`config.mk`:
```
export PLATFORM = sky130hd
export DESIGN_NAME = hash_writeback
export DESIGN_NICKNAME = d
export VERILOG_FILES = /design/src/rtl/hash_writeback.sv
export SDC_FILE = /design/constraint.sdc
export NUM_CORES = 1
export LEC_CHECK = 0
export ABC_AREA = 1
export ABC_CLOCK_PERIOD_IN_PS = 3700
export CAP_MARGIN = 20
export CORE_AREA = 2 2 281 283
export CTS_BUF_LIST = sky130_fd_sc_hd__clkbuf_4 sky130_fd_sc_hd__clkbuf_8 sky130_fd_sc_hd__clkbuf_16
export DETAILED_ROUTE_END_ITERATION = 8
export DIE_AREA = 0 0 283 285
export SYNTH_ARGS = -nofsm -noshare
export SYNTH_HDL_FRONTEND = slang
export SYNTH_SLANG_ARGS = --single-unit
```
`constraint.sdc`:
```
create_clock -name clk -period 3.7 [get_ports clk]
set_input_delay 0.555 -clock clk [delete_from_list [all_inputs] [get_ports clk]]
set_output_delay 0.555 -clock clk [all_outputs]
set_load 0.01 [all_outputs]
```
`src/rtl/hash_writeback.sv`:
```
// Writes a captured Keccak digest to on-chip memory as BEATS bus beats.
// Consecutive digests land in consecutive HASH_W/8-byte slots above base_addr.
module hash_writeback #(
  parameter int DATA_W = 128,
  parameter int HASH_W = 512,
  parameter int BEATS  = HASH_W / DATA_W
) (
  input  logic              clk,
  input  logic              reset,
  input  logic [HASH_W-1:0] hash_in,
  input  logic              hash_valid,
  output logic              hash_ready,
  input  logic [31:0]       base_addr,
  output logic [31:0]       write_addr_offset,
  output logic [DATA_W-1:0] ocm_data_in,
  output logic              bus_write_valid,
  input  logic              bus_write_ready,
  output logic              bus_write_last,
  output logic              done,
  output logic [15:0]       hash_count
);

  localparam int CNT_W  = (BEATS > 1) ? $clog2(BEATS) : 1;
  localparam int SLOT_B = HASH_W / 8;
  localparam int BEAT_B = DATA_W / 8;
  localparam logic [CNT_W-1:0] LAST_BEAT = CNT_W'(BEATS - 1);

  typedef enum logic [1:0] {
    IDLE = 2'd0,
    SEND = 2'd1,
    DONE = 2'd2
  } state_e;

  state_e              state_q, state_d;
  logic [HASH_W-1:0]   hash_buf_q, hash_buf_d;
  logic [31:0]         base_buf_q, base_buf_d;
  logic [CNT_W-1:0]    beat_cnt_q, beat_cnt_d;
  logic [15:0]         hash_count_q, hash_count_d;

  // Next-state: capture on accept, advance beats on transfer, count on DONE
  always_comb begin
    state_d      = state_q;
    hash_buf_d   = hash_buf_q;
    base_buf_d   = base_buf_q;
    beat_cnt_d   = beat_cnt_q;
    hash_count_d = hash_count_q;
    case (state_q)
      IDLE: begin
        if (hash_valid) begin
          hash_buf_d = hash_in;
          base_buf_d = base_addr;
          beat_cnt_d = '0;
          state_d    = SEND;
        end else begin
          state_d = IDLE;
        end
      end
      SEND: begin
        if (bus_write_ready) begin
          if (beat_cnt_q == LAST_BEAT) begin
            state_d = DONE;
          end else begin
            beat_cnt_d = beat_cnt_q + CNT_W'(1);
          end
        end else begin
          state_d = SEND;
        end
      end
      DONE: begin
        hash_count_d = hash_count_q + 16'd1;
        state_d      = IDLE;
      end
      default: begin
        state_d = IDLE;
      end
    endcase
  end

  // State and datapath registers, synchronous reset
  always_ff @(posedge clk) begin
    if (reset) begin
      state_q      <= IDLE;
      hash_buf_q   <= '0;
      base_buf_q   <= 32'd0;
      beat_cnt_q   <= '0;
      hash_count_q <= 16'd0;
    end else begin
      state_q      <= state_d;
      hash_buf_q   <= hash_buf_d;
      base_buf_q   <= base_buf_d;
      beat_cnt_q   <= beat_cnt_d;
      hash_count_q <= hash_count_d;
    end
  end

  // Outputs decode only registered state, so bus_write_ready/hash_valid never reach them
  assign hash_ready        = (state_q == IDLE);
  assign bus_write_valid   = (state_q == SEND);
  assign done              = (state_q == DONE);
  assign bus_write_last    = (state_q == SEND) && (beat_cnt_q == LAST_BEAT);
  assign ocm_data_in       = hash_buf_q[DATA_W*beat_cnt_q +: DATA_W];
  assign write_addr_offset = base_buf_q + 32'(hash_count_q) * 32'(SLOT_B)
                             + 32'(beat_cnt_q) * 32'(BEAT_B);
  assign hash_count        = hash_count_q;

endmodule

```
Word level (Yosys, flattened, before mapping)
Index checks and enable logic that the tools add are counted.
Widths: inputs -> output; s select.
{"block": "totals", "output_inout_bits": 180, "input_bits": 548, "ff_bits": 564, "elab_cells": 30}
{"block": "op_classes", "addsub": 4, "shifts": 1, "mux": 8, "n_eq_ne": 7, "n_reduce_logical": 5}
{"cell": "$shiftx 512x10->128", "count": 1}
{"cell": "$add 32x22->32", "count": 1}
{"cell": "$add 32x6->32", "count": 1}
{"cell": "$add 16x1->16 const B", "count": 1}
{"cell": "$mux 2", "count": 5}
{"cell": "$pmux 2 s2", "count": 2}
{"cell": "$eq 2x2->1 const B", "count": 2}
{"cell": "$ne 2x2->1 const B", "count": 2}
{"cell": "$reduce_and 4->1", "count": 1}
{"cell": "$ne 3x2->1 const B", "count": 1}
{"cell": "$add 2x1->2 const B", "count": 1}
{"cell": "$eq 2x1->1 const B", "count": 1}
{"cell": "$logic_not 2->1", "count": 1}
{"cell": "$ne 2x1->1 const B", "count": 1}
{"cell": "$reduce_and 2->1", "count": 1}
{"cell": "$reduce_bool 2->1", "count": 1}
{"cell": "$logic_and 1x1->1", "count": 1}
{"cell": "$mux 1", "count": 1}

Depth between registers and ports, before layout
Gate-level depths: netlist of the first run.
{"block": "depth", "depth_word": 4, "depth_mapped": 13, "ltp_nobuf": 12}

Worst setup path before layout of the first run
OpenSTA, ideal clock, no wires.
{"block": "synth_path", "path_kind": "flip-flop to output port", "from": "reg beat_cnt_q[1]", "to": "out write_addr_offset[16]", "n_path_buf": 2, "path_slack_ps": 1132, "arrival_time_ps": 2013, "path_stages_with_launch": 13, "required_ps": 3145, "cell_sequence": "dfxtp_1 inv_1 clkbuf_1 clkbuf_1 fa_1 inv_1 nand3_1 nand3_1 nand2_1 nand2_1 nand2_1 nand2_1 xor2_1"}
{"block": "synth_via", "elab_chain_len": 1}
{"element": "start: declaration", "line_no": "37", "text": "logic [CNT_W-1:0] beat_cnt_q, beat_cnt_d;"}
{"element": "start signal: assignment", "line_no": "91", "text": "beat_cnt_q <= beat_cnt_d;"}
{"element": "$add 32x6->32", "line_no": "103", "text": "+ 32'(beat_cnt_q) * 32'(BEAT_B);"}
{"element": "end: declaration", "line_no": "14", "text": "output logic [31:0] write_addr_offset,"}
No other way between the ends.

Worst setup path after layout of the first run
{"block": "layout_path", "from": "reg beat_cnt_q[0]", "to": "out ocm_data_in[18]"}
{"block": "layout_via", "elab_chain_len": 1}
{"element": "$shiftx 512x10->128", "line_no": "101", "text": "assign ocm_data_in = hash_buf_q[DATA_W*beat_cnt_q +: DATA_W];"}
{"element": "end: declaration", "line_no": "15", "text": "output logic [DATA_W-1:0] ocm_data_in,"}
No other way between the ends.

==> results of run 1 <==
kinds of logic (layout without fill, tap and decap cells):
logic type,Yosys count,in the layout,synth area share
AND/OR/NAND/NOR,1616,1616,0.253
AO/OA/AOI/OAI,976,976,0.207
flip-flops,564,564,0.463
buffers and inverters,359,989,0.0605
adder cells (fa/ha/maj),21,21,0.0111
XOR/XNOR,14,14,0.00503
other,0,26,0
through the flow:
step / setup WS [ns] / std cells
finish: 0.115 / 5256
global route: 0.00342 / 5249
CTS: 0.00906 / 5230
detailed placement: 0.608 / 5113
global placement: 0.624 / 5113
floorplan: 1.13 / 3550
cells in the mapped netlist:
master / number
o21a_1: 1
inv_2: 1
and2_1: 3
nor3_1: 10
buf_2: 72
nand3_1: 34
nand2_2: 2
o22ai_1: 128
buf_4: 8
inv_1: 87
buf_6: 1
clkinv_1: 1
ha_1: 20
and3_1: 1
fa_1: 1
xnor2_1: 2
o21ai_0: 812
clkbuf_1: 188
nor3b_1: 1
nand4_1: 9
nor2_1: 1370
nor2_2: 3
a31o_2: 1
o21bai_1: 2
buf_1: 1
xor2_1: 12
a21oi_1: 32
dfxtp_1: 564
nand3b_1: 2
nand2_1: 181
layer usage:
layer	GRT usage	vias up
met1	0.305	11800
met4	0.0831	24
met5	0	-
li1	-	12800
met3	0.0634	167
met2	0.385	791
placed cells by master (no fill, tap or decap), drive strengths merged:
master,count
xor2,12
nand4,9
o21ai,812
nand2,183
dlymetal6s2s,1
xnor2,2
nor3b,1
o21a,1
a21oi,32
a31o,1
clkbuf,98
dfxtp,564
o21bai,2
ha,20
and3,1
clkinvlp,1
clkdlybuf4s50,726
fa,1
nor2,1373
and2,3
clkinv,14
nor3,10
o22ai,128
buf,56
nand3b,2
inv,90
diode,26
bufinv,3
nand3,34
area by class of cell:
cell class                 instances  area [sq um]  share of cell area
antenna                           26          65.1             0.00186
clock buffer                      98          2030              0.0581
clock inverter                    19           260             0.00744
inverter                          89           359              0.0103
multi-input combinational       2627         11700               0.334
sequential                       564         11300               0.323
tap                             1050          1310              0.0376
timing repair buffer             783          7970               0.228
worst register-to-register path: stages, from the launching register on:
cell and delay (ns):
dfxtp_1 0.36, nor2_2 0.34, nand2_8 0.24, buf_12 0.27, buf_12 0.21, o21ai_0 0.50, nor2_1 0.07
repair_timing:
item | 4_1_cts | 5_1_grt
setup endpoints to repair | 25 | 12
hold endpoints to repair | 0 | 0
gates resized for setup | 2 | 11
pin swaps | 0 | 0
registers in the layout, summed over array words and instances, names as in the netlist:
register / flops
hash_buf_q: 512
hash_count: 16
state_q: 2
beat_cnt_q: 2
base_buf_q: 32
power groups by stage:
stage	sequential, W	combinational, W	clock, W
2_1_floorplan	0.00689	0.00160	0
3_3_place_gp	0.00698	0.00327	0
3_5_place_dp	0.00699	0.00328	0
4_1_cts	0.00686	0.00330	0.00700
5_1_grt	0.00692	0.00360	0.00723
6_report	0.00686	0.00329	0.00683
path summary, 6_finish.rpt:
path | to | slack [ns] | cells past startpoint
setup / recovery | ocm_data_in[18] | 0.11 | 6
hold reg to reg | hash_buf_q[213]$_SDFFE_PP0P_ | 0.47 | 2
setup reg to reg | hash_buf_q[243]$_SDFFE_PP0P_ | 1.58 | 6
hold / removal | hash_buf_q[213]$_SDFFE_PP0P_ | 0.47 | 2
==> results.ini, run 1 <==
[sta]
worstMarginPinSlew_ns = 0.755
finalCritPeriodShare = 0.969
rsz0062_at_grt = no
drv_slew = 0
max_freq_mhz = 279
fin_setup_tns_ns = 0
slew-limit-headroom = 0.497
period_needed_ns = 3.59
hold_slack_ns = 0.474
setup_viol = 0
hold_violations = 0
finalClockSkew_ns = 0.0287

[routing]
wl_met1_mm = 43.5
first_iter_violations = 1838
final_antenna_net_count = 0
vias = 25600
highest_layer = met5
drc_errors = 0
met3WireLength_mm = 7.38
vias_per_cell = 4.87
firstDrtPassIters = 5
route.met2.wl_mm = 46.3
wl_mm = 100
wire_per_inst_um = 19.1

[synth]
ys_seq_area_frac = 0.463
synth_nets = 4119
synth.distinct_cells = 30
synthTopCellsByArea = dfxtp_1 (46%), nor2_1 (21%), o21ai_0 (17%)
syn_inst = 3550
avgSynthCellArea_sq_um = 6.87
synth_seq_cells = 564
yosys.area.top_type_share = 0.463
yosysWarnings = 0
synth_top_cell_by_area = dfxtp_1
netlist_area_sq_mm = 0.0244

[grt]
grt_pass1_vias = 24000
grt_pass1_wl_mm = 149
grt_usage = 0.238
grt.overflow.total = 0
antenna_found_initial = 40
grt_max_degree = 130

[die]
die_x_um = 283
die_y_um = 285
start_util = 0.313
boundaryPins = 728
fp-row-count = 103
core_sq_mm = 0.0780
die-area_sq_mm = 0.0807

[clocking]
ctsHoldBuffers = 0
clkSinkCount = 564
clock_path_buffers = 3
cts-htree-levels = 3
numCtsBuffers = 68
post_cts_buffers = 0
clockRootBuffer = clkbuf_16
cts.clk_slew.worst_paths_ns = 0.05
insertion_delay_ns = 0.62
cts_tree = done

[worst_setup_path]
cp_slowest_cell = clkdlybuf4s50_1
startpoint_type = register
r2r_start = state_q[1]$_SDFFE_PP0P_
cp_top_family = buffers and inverters
crit_arrival_ns = 3.03
cp_cell_sequence = buf_12, inv_8, buf_12, o21ai_0, o22ai_1, clkdlybuf4s50_1
worstSetupEndpointType = output port
crit_buf_inv = 4
cp_common_cell = buf_12
slowest_delay_ns = 0.65
required_ns = 3.14
critPathLaunch = beat_cnt_q[0]$_SDFFE_PP0P_
worstPathMaxFanout = 113
critPathKind = register to output port

[power]
p_int_w = 0.0122
cellPowerDensity_mw_per_mm2 = 485
switching_power_w = 0.00476
peakVddDrop_uv = 310
swShare = 0.280
p_total_w = 0.0170
p_clk_frac = 0.402
p_comb_frac = 0.194
leakagePower_nw = 14.1
p_seq_frac = 0.404

[place]
port_buffers = 727
gp_congestion = 0.925
dp_hpwl_mm = 70.5
placed_area_sq_mm = 0.0326

[layout]
fillers = 8064
drive_above_1_share = 0.0459
syn_to_final_growth_pct = 43.4
final_util = 0.448
fin_nets = 4702
fin_area_sq_mm = 0.0350

[hold_path]
hold_path_class = register to register
worstHoldStart = hash_buf_q[213]$_SDFFE_PP0P_

[run_status]
status = complete, no violations

[flow_run]
drv_cap = 0

(Power assumes the default switching activity.)
==> run 2, diff against run 1 <==
- PLACE_DENSITY: not set -> 0.63
==> results.ini, run 2 (synthesis gave the netlist of run 1 again) <==
[routing]
wire_per_inst_um = 18.9
firstDrtPassIters = 5
drc_errors = 0
vias_per_cell = 4.84
final_antenna_net_count = 0
first_iter_violations = 1827
wl_mm = 99.4
vias = 25400

[sta]
slew-limit-headroom = 0.409
fin_setup_tns_ns = 0
max_freq_mhz = 283
setup_viol = 0
finalClockSkew_ns = 0.0283
finalCritPeriodShare = 0.956
period_needed_ns = 3.54
worstMarginPinSlew_ns = 0.887
hold_violations = 0
drv_slew = 0

[clocking]
cts_tree = done
insertion_delay_ns = 0.61
cts.clk_slew.worst_paths_ns = 0.06
cts-htree-levels = 3
clock_path_buffers = 3
clkSinkCount = 564
clockRootBuffer = clkbuf_16
numCtsBuffers = 68
ctsHoldBuffers = 0

[worst_setup_path]
worstSetupEndpointType = output port
cp_common_cell = nand2_1
slowest_delay_ns = 0.54
required_ns = 3.14
crit_buf_inv = 3
cp_cell_sequence = ha_2, inv_1, fa_1, inv_1, nand3_1, nand3_2, nand2_1, nand2_2, nand3_1, nand2_1, nand2_1, nand2_1, clkdlybuf4s50_1
cp_slowest_cell = clkdlybuf4s50_1
r2r_slack_ns = 1.39
cp_top_family = simple AND/OR/NAND/NOR gates
startpoint_type = register
worstPathMaxFanout = 4
critPathKind = register to output port
crit_arrival_ns = 2.98

[power]
p_seq_frac = 0.400
swShare = 0.279
cellPowerDensity_mw_per_mm2 = 489
p_int_w = 0.0124
p_comb_frac = 0.193
leakagePower_nw = 14.1
peakVddDrop_uv = 334
switching_power_w = 0.00478
p_clk_frac = 0.407
p_total_w = 0.0171

[layout]
stdcell_count = 5256
final_cell_mix = nor2_1 (1369), o21ai_0 (812), clkdlybuf4s50_1 (726)
fin_area_sq_mm = 0.0351
drive_above_1_share = 0.0475
largest_reg_flops = 512
final_common_cell = nor2_1
fin_nets = 4704
largest-register = hash_buf_q
syn_to_final_growth_pct = 43.8

[die]
die-area_sq_mm = 0.0807
core_sq_mm = 0.0780
fp-row-count = 103
die_x_um = 283
start_util = 0.313
boundaryPins = 728
die_y_um = 285

[grt]
grt_pass1_vias = 23600
grt_max_degree = 131
grt_usage = 0.236
grt.overflow.total = 0
antenna_found_initial = 29
grt_pass1_wl_mm = 148

[place]
gp_congestion = 0.943
placed_area_sq_mm = 0.0326
dp_hpwl_mm = 70.2
port_buffers = 727
placedCellCount = 5115

[flow_run]
drv_cap = 0

[run_status]
status = complete, no violations

[hold_path]
hold_path_class = register to register

[run 2: metrics by stage]
stage | worst slack [ns] | util | hold WS, ns
final | 0.164 | 0.450 | 0.473
after global routing | -0.0177 | 0.450 | 0.495
after detailed placement | 0.613 | 0.418 | 0.464
after CTS | 0.0483 | 0.449 | 0.476
after floorplan | 1.13 | - | 0.444
after global placement | 0.591 | 0.418 | 0.454
[run 2: area by class of cell]
class                      instances  area [sq um]
clock inverter                    22           300
multi-input combinational       2627         11700
inverter                          89           359
tap                             1050          1310
timing repair buffer             785          8020
antenna                           19          47.5
clock buffer                     100          2070
sequential                       564         11300
fill                            7924         42900
[run 2: path summary, 6_finish.rpt]
check,start,to,cells past startpoint
setup / recovery,base_buf_q[4]$_SDFFE_PP0P_,write_addr_offset[20],13
hold / removal,hash_buf_q[128]$_SDFFE_PP0P_,hash_buf_q[128]$_SDFFE_PP0P_,2
setup reg to reg,state_q[1]$_SDFFE_PP0P_,hash_buf_q[222]$_SDFFE_PP0P_,6
hold reg to reg,hash_buf_q[128]$_SDFFE_PP0P_,hash_buf_q[128]$_SDFFE_PP0P_,2
[run 2: power by group through the flow]
stage | clock network, W | registers, W | logic (W)
floorplan | 0 | 0.00689 | 0.00160
global placement | 0 | 0.00697 | 0.00328
detailed placement | 0 | 0.00698 | 0.00329
CTS | 0.00714 | 0.00685 | 0.00331
global route | 0.00739 | 0.00691 | 0.00362
finish | 0.00698 | 0.00686 | 0.00330
[run 2: timing repair]
item	CTS	global route
setup endpoints to repair	3	5
hold endpoints to repair	0	0
setup buffers	0	0
gates resized for setup	3	6
[run 2: metal layers]
layer / vias to the layer above / wire length (um) / share of wire / track usage
met3: 140 / 7470 / 0.075 / 0.0578
met2: 809 / 45800 / 0.46 / 0.379
met1: 11700 / 43500 / 0.44 / 0.310
met5: - / 141 / 0.0014 / 0
li1: 12800 / - / - / -
met4: 20 / 2440 / 0.025 / 0.0741
[run 2: worst reg2reg max path: cells and delay by family (launching register included)]
family | cells | cell delay [ns]
buffers and inverters | 2 | 1.12
flip-flops | 1 | 0.37
AND/OR/NAND/NOR | 4 | 0.75
